[config.mk]
export PLATFORM = sky130hd
export DESIGN_NAME = neuron_trace_plotter_flat
export DESIGN_NICKNAME = d
export VERILOG_FILES = /design/src/rtl/neuron_trace_plotter_pkg.sv /design/src/rtl/neuron_trace_plotter_if.sv /design/src/rtl/neuron_trace_plotter_lif_lane.sv /design/src/rtl/neuron_trace_plotter.sv /design/src/flat_wrapper.sv
export SDC_FILE = /design/constraint.sdc
export NUM_CORES = 2
export LEC_CHECK = 0
export CORE_ASPECT_RATIO = 0.5
export CORE_UTILIZATION = 30
export CTS_CLUSTER_DIAMETER = 200
export DETAILED_ROUTE_END_ITERATION = 8
export GPL_TIMING_DRIVEN = 0
export HOLD_SLACK_MARGIN = 0.15
export PLACE_DENSITY_LB_ADDON = 0.25
export SLEW_MARGIN = 20
export SYNTH_ARGS = -nofsm -noshare
export SYNTH_HDL_FRONTEND = slang
export SYNTH_SLANG_ARGS = --single-unit
[constraint.sdc]
create_clock -name i_Clk -period 11.06 [get_ports i_Clk]
set_input_delay 1.659 -clock i_Clk [delete_from_list [all_inputs] [get_ports i_Clk]]
set_output_delay 1.659 -clock i_Clk [all_outputs]
set_load 0.005 [all_outputs]
[src/rtl/neuron_trace_plotter_pkg.sv]
// Shared defaults and arithmetic helpers for the multi-lane LIF trace plotter.
package neuron_pkg;

   localparam int COORD_W_DEF = 10;
   localparam int V_W_DEF     = 10;

   function automatic int sat_add(input int a, input int b, input int max_v);
      int s;
      s = a + b;
      return (s > max_v) ? max_v : s;
   endfunction

   function automatic int lane_baseline(input int lane, input int base, input int pitch);
      return base - lane * pitch;
   endfunction

endpackage

[src/rtl/neuron_trace_plotter_if.sv]
// Spike, scan and display signals of the plotter, grouped with master/slave views.
interface neuron_trace_plotter_if
   import neuron_pkg::*;
#(
   parameter int NUM_CH  = 2,
   parameter int COORD_W = COORD_W_DEF
);
   logic [NUM_CH-1:0]  i_Spike_In;
   logic               i_Freeze;
   logic [COORD_W-1:0] i_Col_Count_Div;
   logic [COORD_W-1:0] i_Row_Count_Div;
   logic               o_Pixel;
   logic [NUM_CH-1:0]  o_Pixel_Ch;
   logic [NUM_CH-1:0]  o_Spike_Out;
   logic               o_Tick;
   logic [COORD_W-1:0] o_Trace_X;

   modport master (
      output i_Spike_In, i_Freeze, i_Col_Count_Div, i_Row_Count_Div,
      input  o_Pixel, o_Pixel_Ch, o_Spike_Out, o_Tick, o_Trace_X
   );

   modport slave (
      input  i_Spike_In, i_Freeze, i_Col_Count_Div, i_Row_Count_Div,
      output o_Pixel, o_Pixel_Ch, o_Spike_Out, o_Tick, o_Trace_X
   );
endinterface

[src/rtl/neuron_trace_plotter_lif_lane.sv]
// One LIF lane: spike latch, membrane/refractory state, trace history and pixel hit test.
module lif_lane
   import neuron_pkg::*;
#(
   parameter int LANE       = 0,
   parameter int HIST_DEPTH = 32,
   parameter int COORD_W    = COORD_W_DEF,
   parameter int V_W        = V_W_DEF,
   parameter int LANE_BASE  = 440,
   parameter int LANE_PITCH = 120,
   parameter int THRESHOLD  = 100,
   parameter int PSP_WEIGHT = 40,
   parameter int LEAK_SHIFT = 3,
   parameter int REFRACT    = 4
) (
   input  logic               i_Clk,
   input  logic               i_Rst_n,
   input  logic               i_Tick,
   input  logic               i_Freeze,
   input  logic               i_Spike,
   input  logic [COORD_W-1:0] i_X,
   input  logic [COORD_W-1:0] i_Col,
   input  logic [COORD_W-1:0] i_Row,
   output logic               o_Spike,
   output logic               o_Hit
);
   localparam int BASE    = lane_baseline(LANE, LANE_BASE, LANE_PITCH);
   localparam int THR_ROW = BASE - THRESHOLD;
   localparam int V_MAX   = (1 << V_W) - 1;
   localparam int PTR_W   = $clog2(HIST_DEPTH);
   localparam int REF_W   = (REFRACT < 1) ? 1 : $clog2(REFRACT + 1);

   logic                  pend_q, pend_d;
   logic [V_W-1:0]        v_q, v_d;
   logic [REF_W-1:0]      refr_q, refr_d;
   logic                  spike_q, spike_d;
   logic [PTR_W-1:0]      ptr_q, ptr_d;
   logic [HIST_DEPTH-1:0] hv_q, hv_d;
   logic [COORD_W-1:0]    hx_q [HIST_DEPTH];
   logic [COORD_W-1:0]    hy_q [HIST_DEPTH];
   logic [COORD_W-1:0]    y_s;
   logic                  hit_q, hit_d;
   int                    y_int;
   int                    n_int;

   // screen row of the live point; potentials above the baseline pin to the top row
   always_comb begin
      y_int = BASE - int'(v_q);
      y_s   = (y_int < 0) ? '0 : COORD_W'(y_int);
   end

   // spike latch and membrane integration with leak, saturation and refractory hold
   always_comb begin
      pend_d  = pend_q;
      v_d     = v_q;
      refr_d  = refr_q;
      spike_d = 1'b0;
      n_int   = sat_add(int'(v_q) - int'(v_q >> LEAK_SHIFT),
                        (pend_q | i_Spike) ? PSP_WEIGHT : 0, V_MAX);
      if (i_Tick) begin
         pend_d = 1'b0;
         if (refr_q != '0) begin
            v_d    = '0;
            refr_d = refr_q - REF_W'(1);
         end else if (n_int >= THRESHOLD) begin
            v_d     = '0;
            refr_d  = REF_W'(REFRACT);
            spike_d = 1'b1;
         end else begin
            v_d = V_W'(n_int);
         end
      end else if (!i_Freeze) begin
         pend_d = pend_q | i_Spike;
      end else begin
         pend_d = pend_q;
      end
   end

   // history ring bookkeeping; the oldest slot is overwritten once full
   always_comb begin
      ptr_d = ptr_q;
      hv_d  = hv_q;
      if (i_Tick) begin
         hv_d[ptr_q] = 1'b1;
         ptr_d       = ptr_q + PTR_W'(1);
      end else begin
         ptr_d = ptr_q;
      end
   end

   // lane hit: live point, any stored point, or the dashed threshold line
   always_comb begin
      hit_d = (i_Col == i_X) && (i_Row == y_s);
      for (int i = 0; i < HIST_DEPTH; i++) begin
         hit_d = hit_d | (hv_q[i] && (hx_q[i] == i_Col) && (hy_q[i] == i_Row));
      end
      hit_d = hit_d | ((i_Row == COORD_W'(THR_ROW)) && !i_Col[1]);
   end

   // lane state registers
   always_ff @(posedge i_Clk or negedge i_Rst_n) begin
      if (!i_Rst_n) begin
         pend_q  <= 1'b0;
         v_q     <= '0;
         refr_q  <= '0;
         spike_q <= 1'b0;
         ptr_q   <= '0;
         hv_q    <= '0;
         hit_q   <= 1'b0;
      end else begin
         pend_q  <= pend_d;
         v_q     <= v_d;
         refr_q  <= refr_d;
         spike_q <= spike_d;
         ptr_q   <= ptr_d;
         hv_q    <= hv_d;
         hit_q   <= hit_d;
      end
   end

   // history payload; only the valid bits need clearing on reset
   always_ff @(posedge i_Clk) begin
      if (i_Tick) begin
         hx_q[ptr_q] <= i_X;
         hy_q[ptr_q] <= y_s;
      end
   end

   assign o_Spike = spike_q;
   assign o_Hit   = hit_q;

endmodule

[src/rtl/neuron_trace_plotter.sv]
// Multi-lane LIF neuron with scrolling trace display: time-step and x counters plus lane array.
module neuron_trace_plotter
   import neuron_pkg::*;
#(
   parameter int NUM_CH     = 2,
   parameter int HIST_DEPTH = 32,
   parameter int COORD_W    = COORD_W_DEF,
   parameter int V_W        = V_W_DEF,
   parameter int TICK_DIV   = 250000,
   parameter int GAME_WIDTH = 640,
   parameter int LANE_BASE  = 440,
   parameter int LANE_PITCH = 120,
   parameter int THRESHOLD  = 100,
   parameter int PSP_WEIGHT = 40,
   parameter int LEAK_SHIFT = 3,
   parameter int REFRACT    = 4
) (
   input  logic                  i_Clk,
   input  logic                  i_Rst_n,
   neuron_trace_plotter_if.slave bus
);
   localparam int CNT_W = $clog2(TICK_DIV);

   logic [CNT_W-1:0]   cnt_q, cnt_d;
   logic [COORD_W-1:0] x_q, x_d;
   logic               tick_s;
   logic [NUM_CH-1:0]  hit_s;
   logic [NUM_CH-1:0]  spike_s;

   assign tick_s = !bus.i_Freeze && (cnt_q == CNT_W'(TICK_DIV - 1));

   // time-step divider and scrolling x position; both stall while frozen
   always_comb begin
      cnt_d = cnt_q;
      x_d   = x_q;
      if (tick_s) begin
         cnt_d = '0;
         x_d   = (x_q == COORD_W'(GAME_WIDTH - 1)) ? '0 : x_q + COORD_W'(1);
      end else if (!bus.i_Freeze) begin
         cnt_d = cnt_q + CNT_W'(1);
      end else begin
         cnt_d = cnt_q;
      end
   end

   // counter registers
   always_ff @(posedge i_Clk or negedge i_Rst_n) begin
      if (!i_Rst_n) begin
         cnt_q <= '0;
         x_q   <= '0;
      end else begin
         cnt_q <= cnt_d;
         x_q   <= x_d;
      end
   end

   for (genvar g = 0; g < NUM_CH; g++) begin : g_lane
      lif_lane #(
         .LANE       (g),
         .HIST_DEPTH (HIST_DEPTH),
         .COORD_W    (COORD_W),
         .V_W        (V_W),
         .LANE_BASE  (LANE_BASE),
         .LANE_PITCH (LANE_PITCH),
         .THRESHOLD  (THRESHOLD),
         .PSP_WEIGHT (PSP_WEIGHT),
         .LEAK_SHIFT (LEAK_SHIFT),
         .REFRACT    (REFRACT)
      ) u_lane (
         .i_Clk    (i_Clk),
         .i_Rst_n  (i_Rst_n),
         .i_Tick   (tick_s),
         .i_Freeze (bus.i_Freeze),
         .i_Spike  (bus.i_Spike_In[g]),
         .i_X      (x_q),
         .i_Col    (bus.i_Col_Count_Div),
         .i_Row    (bus.i_Row_Count_Div),
         .o_Spike  (spike_s[g]),
         .o_Hit    (hit_s[g])
      );
   end

   assign bus.o_Tick      = tick_s;
   assign bus.o_Trace_X   = x_q;
   assign bus.o_Spike_Out = spike_s;
   assign bus.o_Pixel_Ch  = hit_s;
   assign bus.o_Pixel     = |hit_s;

endmodule

[src/flat_wrapper.sv]
// flat-port wrapper written by rule: the top's interface ports become plain ports
module neuron_trace_plotter_flat import neuron_pkg::*;
#(
   parameter int NUM_CH     = 2,
   parameter int HIST_DEPTH = 32,
   parameter int COORD_W    = COORD_W_DEF,
   parameter int V_W        = V_W_DEF,
   parameter int TICK_DIV   = 250000,
   parameter int GAME_WIDTH = 640,
   parameter int LANE_BASE  = 440,
   parameter int LANE_PITCH = 120,
   parameter int THRESHOLD  = 100,
   parameter int PSP_WEIGHT = 40,
   parameter int LEAK_SHIFT = 3,
   parameter int REFRACT    = 4
)
  (i_Clk, i_Rst_n, bus_i_Spike_In, bus_i_Freeze, bus_i_Col_Count_Div, bus_i_Row_Count_Div, bus_o_Pixel, bus_o_Pixel_Ch, bus_o_Spike_Out, bus_o_Tick, bus_o_Trace_X);
  neuron_trace_plotter_if #(.NUM_CH(NUM_CH), .COORD_W(COORD_W)) bus_i ();
  input  logic i_Clk;
  input  logic i_Rst_n;
  input wire logic [$bits(bus_i.i_Spike_In)-1:0] bus_i_Spike_In;
  input wire logic [$bits(bus_i.i_Freeze)-1:0] bus_i_Freeze;
  input wire logic [$bits(bus_i.i_Col_Count_Div)-1:0] bus_i_Col_Count_Div;
  input wire logic [$bits(bus_i.i_Row_Count_Div)-1:0] bus_i_Row_Count_Div;
  output wire logic [$bits(bus_i.o_Pixel)-1:0] bus_o_Pixel;
  output wire logic [$bits(bus_i.o_Pixel_Ch)-1:0] bus_o_Pixel_Ch;
  output wire logic [$bits(bus_i.o_Spike_Out)-1:0] bus_o_Spike_Out;
  output wire logic [$bits(bus_i.o_Tick)-1:0] bus_o_Tick;
  output wire logic [$bits(bus_i.o_Trace_X)-1:0] bus_o_Trace_X;
  assign bus_i.i_Spike_In = bus_i_Spike_In;
  assign bus_i.i_Freeze = bus_i_Freeze;
  assign bus_i.i_Col_Count_Div = bus_i_Col_Count_Div;
  assign bus_i.i_Row_Count_Div = bus_i_Row_Count_Div;
  assign bus_o_Pixel = bus_i.o_Pixel;
  assign bus_o_Pixel_Ch = bus_i.o_Pixel_Ch;
  assign bus_o_Spike_Out = bus_i.o_Spike_Out;
  assign bus_o_Tick = bus_i.o_Tick;
  assign bus_o_Trace_X = bus_i.o_Trace_X;
  neuron_trace_plotter #(.NUM_CH(NUM_CH), .HIST_DEPTH(HIST_DEPTH), .COORD_W(COORD_W), .V_W(V_W), .TICK_DIV(TICK_DIV), .GAME_WIDTH(GAME_WIDTH), .LANE_BASE(LANE_BASE), .LANE_PITCH(LANE_PITCH), .THRESHOLD(THRESHOLD), .PSP_WEIGHT(PSP_WEIGHT), .LEAK_SHIFT(LEAK_SHIFT), .REFRACT(REFRACT)) u_core (.i_Clk(i_Clk), .i_Rst_n(i_Rst_n), .bus(bus_i));
endmodule
==> run summary <==
The reg2reg setup slack came out at 6500 ps. The startpoint identified for the worst register-to-register timing path is u_core.cnt_q[6]$_DFFE_PN0P_. The total congestion overflow is 0. The top cell type's share of synthesized area came out at 62.7%. The most used cell along the critical path is sky130_fd_sc_hd__clkdlybuf4s50_1.

The number of clock buffers added by TritonCTS is 143. For this run, design rule violations remaining after detail routing come to 4. The share of layout cells above drive strength 1 is 15.6%.

Of the available clock period, the critical path in the final layout requires 67.1%. The die extent in x came out at 641 um. The number of iterations in the first detailed-routing pass came out at 7. Data on the critical path arrives at its endpoint at 5760 ps. The number of buffers inserted for hold repair after clock tree synthesis came out at 0. Of all cell types, the one taking the most synthesized area is sky130_fd_sc_hd__edfxtp_1. The congestion estimate from routability-driven global placement came to 0.807. The via count of the first global-routing pass is 35.6k.

The count of endpoints failing hold in the final timing report came to 0. The vias per cell came out at 5.12. The clock period minus worst slack came out at 7420 ps. The number of I/O port buffers is 20. The final-report setup violation count came out at 0. The post-synthesis net count is 4110.

The total number of yosys warnings is 0. The fraction of the yosys area taken by sequential cells is 68.2%. The multi-input combinational cells in the finished layout cover a total of 0.0189 mm2. The starting utilization of the core area is 30.4%. The global-route wire length before repair came out at 302000 um. The number of buffers inserted to repair setup after CTS came out at 0. The number of top-level pins is 41.

The area taken by flip-flops and latches is 0.0418 mm2. The initial DRC count is 4873. Summing all placed instances gives a cell area of 0.0677 mm2. The number of antenna violations at the first check in global routing came out at 14. The HPWL after detailed placement is 142000 um. The flow ran to the end, but the final reports show violations. The terminus of the critical flop-to-flop path is u_core.g_lane[1].u_lane.hx_q[24][3]$_DFFE_PP_. The slowest stage of the critical path belongs to the cell sky130_fd_sc_hd__nor4_2. The number of instances on the worst hold path came out at 1. The CTS tree is yes. At the pin with the least slew margin, the transition time is 1330 ps. The checks that failed: DRC. The largest net degree at the start of global routing is 64. The filler cell count is 19.1k. The area growth from synthesis to layout is 18.2%. The clock reaches the later pin of the worst-skew pair after 810 ps. In this run, synthesis inferred 1280 flip-flops with an integrated enable. The number of instances in the synthesized netlist is 4049. The maximum cell stage delay along the critical path came out at 810 ps.

The global routing met1 resource utilization is 30.6%. The clock tree buffer depth came out at 3. The mapped cell area came out at 0.0613 mm2. The post-route standard cell area excluding fillers came out at 0.0724 mm2. The worst register-to-register path has a depth of 6.

The global-route track usage on met2 is 34.4%. The critical path goes through clkdlybuf4s50_1, nor2b_1, nand3_1, nor4_2, clkbuf_1, buf_2, buf_1, clkdlybuf4s50_1. The post-synthesis cell type count is 81. The category of the worst setup path launch point is an input pin. Yosys attributes the largest share of cell area to sky130_fd_sc_hd__edfxtp_1 (63%), sky130_fd_sc_hd__xnor2_1 (13%), sky130_fd_sc_hd__xor2_1 (6.4%), sky130_fd_sc_hd__dfrtp_1 (5.5%), sky130_fd_sc_hd__nand4_1 (2.4%). The kind of critical path is input pin to output port. In this run the worst path has a maximum fanout of 10. Setup repair after global routing left no endpoint under its margin. The clock-pin slew on the worst setup and hold paths came out at 60 ps. The path class of the tightest hold or removal check is register to register.

The final worst clock skew is 36.3 ps. The worst setup path is captured at an output port. The worst hold path terminates at u_core.g_lane[1].u_lane.hv_q[19]$_DFFE_PN0P_.

The global router's overall resource usage came out at 21.5%. The average detailed-routed wire length per instance is 31.0 um. The prevailing post-synth register cell is sky130_fd_sc_hd__edfxtp_1. The net count reported at finish came out at 4418. The power density over the cells came out at 156 mW/mm2. For the worst setup path, the data required time is 9400 ps.

The leakage power summed over all cells came out at 26.5 nW. The placement row count came out at 116. The post-synthesis register bit count is 1414.

The number of max-cap violations came out at 0. The average footprint of a synthesized cell came out at 15.1 um2. Timing would allow up to 0.135 GHz. The total number of H-tree levels is 4. The highest-utilization routing layer at the global route stage is met2. VDD sags by at most 0.000149 V. Global routing consumed, on the met3 layer, 3.45% of the routing resources. Headroom to the max-slew limit came out at 10.3%. The number of slew-limit violations in the final report came to 0. In this run the clock root is driven by a sky130_fd_sc_hd__clkbuf_16. The die area came out at 0.206 mm2. The clock net sink count came out at 1414.

The worst hold slack came out at 468 ps. After clock tree synthesis, the repair step resized 0 gates. The die height came out at 322 um. The via count of the routed design came out at 36.8k. Cells fill 35.9% of the core in the end. The startpoint identified for the worst hold timing path is u_core.g_lane[1].u_lane.hv_q[19]$_DFFE_PN0P_. The async set or reset register ratio after synthesis is 9.48%. In this run the remaining antenna-violating nets after routing total 0. After detailed routing, the total wire length is 223000 um.

The area inside the core boundary came out at 0.201 mm2.
-- metal layers --
layer	wire length [um]	share of wire, %
met1	97500	44
met2	103000	46
met3	18200	8.2
met4	4610	2.1
met5	13	0.0058
-- cell families (layout without fill, tap and decap cells) --
family / Yosys count / count (layout) / share of synthesized area [%]
fa+ha+maj: 36 / 36 / 0.760
simple gates: 870 / 870 / 8.09
xor+xnor: 1364 / 1364 / 19.5
other cells: 0 / 4 / 0
mux: 7 / 7 / 0.116
buf+inv: 220 / 649 / 1.63
flops: 1414 / 1414 / 68.2
compound gates: 138 / 138 / 1.66
-- critical path, delay by kind of cell --
kind | cells | cell delay, ps
buffers and inverters | 5 | 2830
and+or+nand+nor | 3 | 1260
-- layout make-up --
class	count	area share (%)
Timing Repair Buffer	163	3.59
Tap cell	2714	4.69
Clock inverter	64	0.919
Clock buffer	202	5.54
Buffer	184	1.25
Sequential cell	1414	57.8
Multi-Input combinational cell	2415	26.0
Antenna cell	4	0.0138
Inverter	36	0.187
-- synth_stat cells, types with 4 or more instances --
library cell and n:
sky130_fd_sc_hd__nand3b_1 6, sky130_fd_sc_hd__o21a_1 6, sky130_fd_sc_hd__a311oi_1 4, sky130_fd_sc_hd__nor2b_1 5, sky130_fd_sc_hd__o22ai_1 10, sky130_fd_sc_hd__and2_1 6, sky130_fd_sc_hd__or2_2 72, sky130_fd_sc_hd__or3_1 9
sky130_fd_sc_hd__ha_1 34, sky130_fd_sc_hd__nand2b_1 4, sky130_fd_sc_hd__buf_4 4, sky130_fd_sc_hd__edfxtp_1 1280, sky130_fd_sc_hd__nor4_1 185, sky130_fd_sc_hd__mux2i_1 6, sky130_fd_sc_hd__a211o_1 5, sky130_fd_sc_hd__o31ai_1 4
sky130_fd_sc_hd__xnor2_1 912, sky130_fd_sc_hd__a211oi_1 5, sky130_fd_sc_hd__a21oi_1 26, sky130_fd_sc_hd__nand3_1 85, sky130_fd_sc_hd__nor2_1 136, sky130_fd_sc_hd__nor4b_1 9, sky130_fd_sc_hd__nand4b_1 7, sky130_fd_sc_hd__nand4_1 235
sky130_fd_sc_hd__o211ai_1 6, sky130_fd_sc_hd__dfrtp_1 134, sky130_fd_sc_hd__a31oi_1 5, sky130_fd_sc_hd__inv_1 36, sky130_fd_sc_hd__and3_1 7, sky130_fd_sc_hd__buf_1 34, sky130_fd_sc_hd__nor3_1 18, sky130_fd_sc_hd__clkbuf_1 32
sky130_fd_sc_hd__buf_2 112, sky130_fd_sc_hd__o21ai_0 25, sky130_fd_sc_hd__a21o_1 7, sky130_fd_sc_hd__xor2_1 451, sky130_fd_sc_hd__nand2_1 61
-- state kept, by name (all words and copies together) (netlist names) --
| name | flops |
|---|---|
| u_core.g_lane.u_lane.v_q | 20 |
| u_core.g_lane.u_lane.refr_q | 6 |
| u_core.g_lane.u_lane.o_Hit | 2 |
| u_core.g_lane.u_lane.pend_q | 2 |
| u_core.cnt_q | 18 |
| u_core.g_lane.u_lane.hx_q | 640 |
| u_core.g_lane.u_lane.ptr_q | 10 |
| u_core.g_lane.u_lane.hy_q | 640 |
| u_core.bus.o_Trace_X | 10 |
| u_core.g_lane.u_lane.hv_q | 64 |
| u_core.g_lane.u_lane.o_Spike | 2 |
-- worst max path at each step --
stage,from,to,slack (ps),depth (start not counted)
detailed placement,bus_i_Freeze,bus_o_Tick,3670,8
global route,bus_i_Freeze,bus_o_Tick,3520,8
global placement,u_core.g_lane[0].u_lane.v_q[0]$_DFFE_PN0P_,u_core.g_lane[0].u_lane.hy_q[20][9]$_DFFE_PP_,-400,7
floorplan,bus_i_Freeze,bus_o_Tick,6280,6
finish,bus_i_Freeze,bus_o_Tick,3640,8
CTS,bus_i_Freeze,bus_o_Tick,3650,8
-- power breakdown --
group | internal, mW | switching [mW] | leakage [nW]
registers | 5.75 | 0.0144 | 16.6
clock network | 2.73 | 2.19 | 2.28
logic | 0.186 | 0.415 | 7.61
total | 8.67 | 2.62 | 26.5
-- metrics by stage --
stage	power (mW)	setup WS, ps	std cells	setup TNS, ps
floorplan	6.21	6280	4049	0
global placement	6.46	-402	6783	-12430
detailed placement	6.48	3670	6926	0
CTS	11.3	3650	7192	0
global route	11.6	3520	7192	0
finish	11.3	3640	7196	0
-- cell usage in the layout, fill, tap and decap left out, types with 24 or more instances in the layout --
cell,instances
sky130_fd_sc_hd__edfxtp_1,1280
sky130_fd_sc_hd__nand3_1,85
sky130_fd_sc_hd__buf_6,50
sky130_fd_sc_hd__ha_1,34
sky130_fd_sc_hd__o21ai_0,25
sky130_fd_sc_hd__xor2_1,451
sky130_fd_sc_hd__nor4_1,178
sky130_fd_sc_hd__a21oi_1,25
sky130_fd_sc_hd__clkbuf_16,145
sky130_fd_sc_hd__buf_16,35
sky130_fd_sc_hd__or2_2,72
sky130_fd_sc_hd__nand2_1,61
sky130_fd_sc_hd__buf_8,24
sky130_fd_sc_hd__clkbuf_1,66
sky130_fd_sc_hd__xnor2_1,912
sky130_fd_sc_hd__dfrtp_1,124
sky130_fd_sc_hd__inv_1,36
sky130_fd_sc_hd__nor2_2,58
sky130_fd_sc_hd__buf_2,143
sky130_fd_sc_hd__nand4_1,235
sky130_fd_sc_hd__nor2_1,61
(Power assumes the default switching activity.)
